`config.mk`:
```
export PLATFORM = sky130hd
export DESIGN_NAME = fifo_credit_based
export DESIGN_NICKNAME = d
export VERILOG_FILES = /design/src/rtl/fifo_credit_based_pkg.sv /design/src/rtl/fifo_credit_based_storage.sv /design/src/rtl/fifo_credit_based.sv
export SDC_FILE = /design/constraint.sdc
export NUM_CORES = 1
export LEC_CHECK = 0
export ABC_AREA = 0
export CORE_MARGIN = 2
export CORE_UTILIZATION = 54
export CTS_CLUSTER_DIAMETER = 100
export CTS_CLUSTER_SIZE = 25
export DETAILED_ROUTE_END_ITERATION = 10
export MAX_ROUTING_LAYER = met4
export PLACE_DENSITY_LB_ADDON = 0.15
export SYNTH_ARGS = -nofsm -noshare
export SYNTH_HDL_FRONTEND = slang
export SYNTH_HIERARCHICAL = 1
export SYNTH_SLANG_ARGS = --single-unit
```
`constraint.sdc`:
```
create_clock -name clk -period 4.7 [get_ports clk]
set_clock_uncertainty 0.05 [all_clocks]
set_input_delay 0.47 -clock clk [delete_from_list [all_inputs] [get_ports clk]]
set_output_delay 0.47 -clock clk [all_outputs]
set_load 0.03 [all_outputs]
```
`src/rtl/fifo_credit_based_pkg.sv`:
```
// Shared router constants for the credit-based flow-control loop.
// Buffer depth and upstream credit reset value must stay consistent.
package fifo_credit_based_pkg;
    localparam int DATA_WIDTH_DEF = 32;
    localparam int FIFO_DEPTH     = 4;
    localparam int PTR_W          = $clog2(FIFO_DEPTH);
    localparam int CNT_W          = $clog2(FIFO_DEPTH) + 1;
    // One slack slot: upstream counter starts one below the depth.
    localparam logic [1:0] CREDIT_RST = 2'(FIFO_DEPTH - 1);
endpackage

```
`src/rtl/fifo_credit_based_storage.sv`:
```
// Register array with one write port and an asynchronous read port.
// Left unreset: contents are only observed behind the occupancy count.
module fifo_storage
    import fifo_credit_based_pkg::*;
#(
    parameter int DATA_WIDTH = DATA_WIDTH_DEF,
    parameter int DEPTH      = FIFO_DEPTH
) (
    input  logic                     clk,
    input  logic                     we,
    input  logic [$clog2(DEPTH)-1:0] waddr,
    input  logic [DATA_WIDTH-1:0]    wdata,
    input  logic [$clog2(DEPTH)-1:0] raddr,
    output logic [DATA_WIDTH-1:0]    rdata
);
    logic [DATA_WIDTH-1:0] mem_q [DEPTH];

    always_ff @(posedge clk) begin
        if (we) begin
            mem_q[waddr] <= wdata;
        end
    end

    assign rdata = mem_q[raddr];
endmodule

```
`src/rtl/fifo_credit_based.sv`:
```
// Input-port flit buffer; returns one credit upstream per departed flit.
// Fall-through head: a flit written at an edge is visible right after it.
module fifo_credit_based
    import fifo_credit_based_pkg::*;
#(
    parameter int DATA_WIDTH = DATA_WIDTH_DEF,
    parameter int DEPTH      = FIFO_DEPTH
) (
    input  logic                  clk,
    input  logic                  reset,
    input  logic [DATA_WIDTH-1:0] RX,
    input  logic                  valid_in,
    input  logic                  read_en_N,
    input  logic                  read_en_E,
    input  logic                  read_en_W,
    input  logic                  read_en_S,
    input  logic                  read_en_L,
    output logic [DATA_WIDTH-1:0] Data_out,
    output logic                  empty_out,
    output logic                  credit_out,
    output logic                  err_overflow,
    output logic                  err_multi_read
);
    localparam int PW = $clog2(DEPTH);
    localparam int CW = $clog2(DEPTH) + 1;

    logic [PW-1:0] wr_ptr_q, wr_ptr_d;
    logic [PW-1:0] rd_ptr_q, rd_ptr_d;
    logic [CW-1:0] count_q, count_d;
    logic          credit_q, credit_d;
    logic          ovf_q, ovf_d;
    logic          multi_q, multi_d;

    logic [4:0] read_vec;
    logic       read_req;
    logic       pop;
    logic       push;
    logic       full;

    assign read_vec = {read_en_N, read_en_E, read_en_W, read_en_S, read_en_L};
    assign read_req = |read_vec;
    assign full     = (count_q == CW'(DEPTH));
    assign pop      = read_req & (count_q != '0);
    assign push     = valid_in & (~full | pop);

    always_comb begin
        wr_ptr_d = wr_ptr_q;
        rd_ptr_d = rd_ptr_q;
        count_d  = count_q;
        credit_d = pop;
        ovf_d    = ovf_q;
        multi_d  = multi_q;
        if (push) begin
            wr_ptr_d = wr_ptr_q + 1'b1;
        end
        if (pop) begin
            rd_ptr_d = rd_ptr_q + 1'b1;
        end
        if (push && !pop) begin
            count_d = count_q + 1'b1;
        end else if (pop && !push) begin
            count_d = count_q - 1'b1;
        end
        if (valid_in && full && !pop) begin
            ovf_d = 1'b1;
        end
        // Any two or more grants in one cycle; still only one pop.
        if ((read_vec & (read_vec - 5'd1)) != '0) begin
            multi_d = 1'b1;
        end
    end

    always_ff @(posedge clk or negedge reset) begin
        if (!reset) begin
            wr_ptr_q <= '0;
            rd_ptr_q <= '0;
            count_q  <= '0;
            credit_q <= 1'b0;
            ovf_q    <= 1'b0;
            multi_q  <= 1'b0;
        end else begin
            wr_ptr_q <= wr_ptr_d;
            rd_ptr_q <= rd_ptr_d;
            count_q  <= count_d;
            credit_q <= credit_d;
            ovf_q    <= ovf_d;
            multi_q  <= multi_d;
        end
    end

    fifo_storage #(
        .DATA_WIDTH (DATA_WIDTH),
        .DEPTH      (DEPTH)
    ) u_storage (
        .clk   (clk),
        .we    (push),
        .waddr (wr_ptr_q),
        .wdata (RX),
        .raddr (rd_ptr_q),
        .rdata (Data_out)
    );

    assign empty_out      = (count_q == '0);
    assign credit_out     = credit_q;
    assign err_overflow   = ovf_q;
    assign err_multi_read = multi_q;
endmodule

```
# --- Word level (Yosys, flattened, before mapping) ---
# Memories as Yosys holds them, arrays and structs flattened.
# Index checks and enable logic that the tools add are counted.
classes:
  multipliers: 0
  n_div: 0
  addsub: 5
  order_cmp: 0
  muxes: 4
  n_eq_ne: 1
  n_shift: 0
  n_reduce_logical: 11
  n_bitwise: 5
op_table:
  columns: ["cell", "count"]
  rows:
  - ["3-bit two-way mux", 2]
  - ["5-bit AND", 1]
  - ["5-bit nonzero test", 1]
  - ["5-bit OR reduction", 1]
  - ["5-bit by 1-bit subtractor with 5-bit output, second input constant", 1]
  - ["2-bit by 1-bit adder with 2-bit output, second input constant", 2]
  - ["1-bit logical AND", 4]
  - ["3-bit by 1-bit adder with 3-bit output, second input constant", 1]
  - ["3-bit equality test, second input constant", 1]
  - ["3-bit logical NOT", 1]
  - ["3-bit nonzero test", 1]
  - ["3-bit by 1-bit subtractor with 3-bit output, second input constant", 1]
  - ["1-bit AND", 2]
  - ["1-bit logical NOT", 2]
  - ["1-bit two-way mux", 2]
  - ["2-bit nonzero test", 1]
  - ["1-bit inverter", 1]
  - ["1-bit OR", 1]
word_totals:
  memories: 1
  out_inout_bits: 36
  latch_bits: 0
  rom_bits: 0
  ram_bits: 128
  input_bits: 40
  wordCells: 33
  reg_bits: 10
mem_list:
  columns: ["memory", "words", "width", "rd", "rd_clocked_by_memory_dff", "wr", "line_no", "rtl"]
  rows:
  - ["u_storage.mem_q", 4, 32, 1, 0, 1, "fifo_credit_based_storage.sv:16", "logic [DATA_WIDTH-1:0] mem_q [DEPTH];"]

# --- Logic depth before layout (Yosys ltp) ---
depth:
  depth_word: 8
  depth_mapped: 9
  ltp_nobuf: 8

# --- Cells and area by module ---
# Netlist, hierarchy kept.
by_module_without_submodules:
  columns: ["module", "area_each_um2", "cells_per_inst", "instances", "seq_area_each_um2"]
  rows:
  - ["fifo_storage", 4689.5, 171, 1, 3843.7]
  - ["fifo_credit_based", 504.2, 39, 1, 250.2]

# --- Least setup slack after synthesis ---
# OpenSTA, ideal clock, no wires.
synth_path:
  kind: "in2reg"
  startpoint: "in read_en_E"
  endpoint: "mem u_storage/mem_q[0][0] (netlist bit) (enable)"
  cell_stages: 4
  path_buffers: 1
  t_required_ps: 4182
  arrival_ps: 3214
  setup_slack_ps: 969
  cell_sequence: "or4_4 buf_6 o21a_4 nor3b_1"
synth_between:
  elab_chain_cells: 6
synth_rtl:
  columns: ["item", "line_no", "rtl"]
  rows:
  - ["from (decl)", "fifo_credit_based.sv:14", "input logic read_en_E,"]
  - ["5-bit OR reduction", "fifo_credit_based.sv:41", "assign read_req = |read_vec;"]
  - ["1-bit AND", "fifo_credit_based.sv:43", "assign pop = read_req & (count_q != '0);"]
  - ["1-bit OR", "fifo_credit_based.sv:44", "assign push = valid_in & (~full | pop);"]
  - ["1-bit AND", "fifo_credit_based.sv:44", null]
  - ["named net push", "fifo_credit_based.sv:37", "logic push;"]
  - ["1-bit two-way mux", "fifo_credit_based_storage.sv:19", "if (we) begin"]
  - ["1-bit two-way mux (not written as such)", "fifo_credit_based_storage.sv:20", "mem_q[waddr] <= wdata;"]
  - ["to (decl)", "fifo_credit_based_storage.sv:16", null]
# The timed path passes the listed nets, and every way through them passes these cells.

# --- Worst setup path after layout ---
layout_path:
  startpoint: "reg rd_ptr_q[0]"
  endpoint: "out Data_out[9]"
layout_between:
  elab_chain_cells: 1
layout_rtl:
  columns: ["item", "line_no", "rtl"]
  rows:
  - ["from (decl)", "fifo_credit_based.sv:28", "logic [PW-1:0] rd_ptr_q, rd_ptr_d;"]
  - ["from (signal assigned)", "fifo_credit_based.sv:83", "rd_ptr_q <= rd_ptr_d;"]
  - ["memory read 4 x 32 bit", null, null]
  - ["to (decl)", "fifo_credit_based.sv:18", "output logic [DATA_WIDTH-1:0] Data_out,"]
# Every way passes these cells.

==> flow_metrics.py <==
metrics = {
    "yosys": {
        "synth-edff-count": 128,
        "synth_seq_area_share_pct": 78.8,
        "yosysWarningCount": 6,
        "yosys_register_bits": 138,
        "synth-async-reset-ratio_pct": 7.25,
        "mean_instance_size_in_the_synthesized_netlist_sq_um": 24.7,
        "post_synth_num_cell_types": 29,
        "synth_ff_type": "edfxtp_1",
        "syn-num-nets": 252,
        "syn-instance-count": 210,
        "post_synth_instance_area_sq_um": 5190,
    },
    "pwr": {
        "vdd_ir_drop_max_mv": 0.388,
        "pwr-share-clk_pct": 28.6,
        "pwr-share-seq_pct": 38.4,
        "netSwitchingPower_mw": 1.42,
        "static_power_due_to_leakage_nw": 2.21,
        "switching_power_share_of_the_total_pct": 30.8,
        "internal_power_mw": 3.19,
        "power.share.combinational_pct": 33.0,
        "power_density_nw_per_um2": 692,
    },
    "floorplanning": {
        "rows": 35,
        "fp.dieW_microns": 102,
        "starting_density_of_the_core_pct": 55.9,
        "die_y_microns": 102,
        "die_area_sq_um": 10400,
        "top_level_ports": 76,
        "placeableCoreArea_sq_um": 9280,
    },
    "clocking": {
        "clk-insertion-delay-late_ns": 0.50,
        "tritoncts_num_sinks": 138,
        "tritoncts": "built",
        "cts_buffer_depth": 2,
        "cts.hold.buffers_added": 0,
        "h_tree_levels": 4,
        "worst_setup_hold_path_clk_slew_ns": 0.06,
        "ctsRootBufferMaster": "clkbuf_8",
        "cts_resized": 0,
        "post_cts_buffers": 0,
        "cts-buffers-inserted": 17,
    },
    "global_routing": {
        "grt_pass1_wl_microns": 13300,
        "initial_antenna_violation_count": 0,
        "track_usage_pct": 18.5,
        "grt.overflow.total": 0,
        "vias_in_the_first_global_route": 2511,
        "grt_start_max_net_pins": 33,
    },
    "setup_path": {
        "crit_path_top_delay_cell": "dfrtp_2",
        "worstPathBufferInverterCount": 2,
        "worst_setup_path_start_kind": "register",
        "data_arrival_at_the_endpoint_of_the_critical_path_ns": 2.82,
        "critical_path_peak_fanout": 22,
        "timing_worst_setup_path_type": "reg -> out",
        "data_required_time_at_the_worst_endpoint_ns": 4.18,
        "path_cells": "buf_4, mux4_2, clkdlybuf4s50_1",
        "cp-end-kind": "output pin",
        "path_delay_family": "buffers and inverters",
        "crit_path_max_incr_delay_ns": 0.83,
    },
    "route": {
        "viasPerCell": 5.35,
        "average_wire_per_standard_cell_microns": 19.4,
        "routed_wirelength_microns": 8590,
        "starting_drt_drc_count": 115,
        "ant_nets": 0,
        "remaining_drc_errors": 0,
        "vias_after_detailed_routing": 2364,
        "detailedRoute.firstPassIterationCount": 4,
    },
    "place": {
        "post-dp-hpwl_microns": 5170,
        "routabilityCongestion": 0.783,
        "placement.io_buffers": 75,
    },
    "outcome": {
        "status": "finished clean",
    },
    "sta": {
        "layout_worst_path_cycle_share_pct": 71.0,
        "hold_viol_final": 0,
        "worst_hold_slack_ns": 0.240,
        "post-route-min-period_ns": 3.34,
        "slew_headroom_pct": 40.6,
        "setup-tns-final_ns": 0,
        "slew_viol_final": 0,
        "achievable-frequency_mhz": 300,
        "rsz0062_at_grt": "false",
        "worst_slew_pin_slew_ns": 0.891,
        "final-setup-viol-count": 0,
    },
    "finish": {
        "insertedDiodeCount": 0,
        "area_delta_synth_final_pct": 28.1,
        "drive_gt1_share_pct": 23.3,
        "fillCellCount": 593,
        "final_nets": 343,
    },
    "hold_path": {
        "min-delay-path-class": "in -> async",
    },
    "run": {
        "max_cap_viol_count": 0,
    },
}
-- flip-flops by register name, summed over array words and instances, names as in the netlist --
name	count
rd_ptr_q	2
wr_ptr_q	2
err_multi_read	1
count_q	3
credit_out	1
err_overflow	1
u_storage/mem_q	128
-- per-layer routing --
layer	GRT usage [%]	routed length [microns]
met1	24.1	3770
met2	29.0	4430
met3	5.47	330
met4	4.92	62
met5	-	0
-- cell type report --
cell class                 count  area (sq um)  area share [%]
timing repair buffer          80           788            11.9
inverter                       2          7.51           0.113
multi-input combinational     62          1000            15.1
tap                          129           161            2.43
clock buffer                  18           418            6.28
sequential                   138          4100            61.6
clock inverter                13           178            2.67
-- final timing paths --
check | slack, ns | startpoint | end | cells after the start
hold / removal | 0.24 | reset | err_overflow | 1
setup reg to reg | 2.28 | count_q[1] | count_q[1] | 6
min in group clk | 0.42 | err_overflow | err_overflow | 1
setup / recovery | 1.36 | rd_ptr_q[0] | Data_out[9] | 3
hold reg to reg | 0.42 | err_overflow | err_overflow | 1
max in group asynchronous | 4.01 | reset | rd_ptr_q[0] | 1
-- Yosys cell counts (2+ instances only) --
library cell / n / area [sq um]
nor2_1: 3 / 11.3
xor2_1: 3 / 26.3
mux4_2: 30 / 676
buf_12: 3 / 60.1
dfrtp_1: 10 / 250
nor3_1: 2 / 10.0
xnor2_1: 4 / 35.0
buf_6: 2 / 22.5
and3b_1: 2 / 17.5
buf_2: 3 / 15.0
edfxtp_1: 128 / 3840
inv_1: 2 / 7.51
mux4_1: 2 / 52.6
-- cells in the final DEF, fill, tap and decap left out, types with 3 or more instances in the layout --
master / n
edfxtp_1: 128
clkdlybuf4s50_1: 75
mux4_2: 30
clkbuf_16: 16
dfrtp_1: 9
buf_4: 5
xnor2_1: 4
bufinv_16: 4
xor2_1: 3
nor2_1: 3
clkinvlp_4: 3
-- logic make-up after synthesis --
logic type / Yosys count / share of synthesized area [%]
muxes: 33 / 14.2
xor gates and xnor gates: 7 / 1.18
AOI/OAI and AO/OA: 8 / 1.49
buffers and inverters: 10 / 2.02
DFF: 138 / 78.8
and+or+nand+nor: 11 / 1.42
adders and majority gates: 3 / 0.819
-- power groups by stage --
stage / logic [mW] / registers (mW) / clock network, mW
after CTS: 1.55 / 1.77 / 1.34
after global placement: 1.53 / 1.79 / 0
after floorplan: 1.08 / 1.72 / 0
final: 1.52 / 1.77 / 1.32
after global routing: 1.60 / 1.80 / 1.40
after detailed placement: 1.54 / 1.80 / 0
-- per-stage QoR --
stage               utilization, %  instances  instance area, sq um  setup slack (ns)  total power, mW
finish                        71.6        442                  6650              1.36             4.60
detailed placement            65.2        411                  6060              1.77             3.33
CTS                           71.6        442                  6650              1.28             4.66
global route                  71.6        442                  6650              1.18             4.79
global placement              65.2        411                  6060              1.82             3.32
floorplan                        -        210                  5190             0.969             2.80
Note: power is estimated with default switching activity, not from simulation.
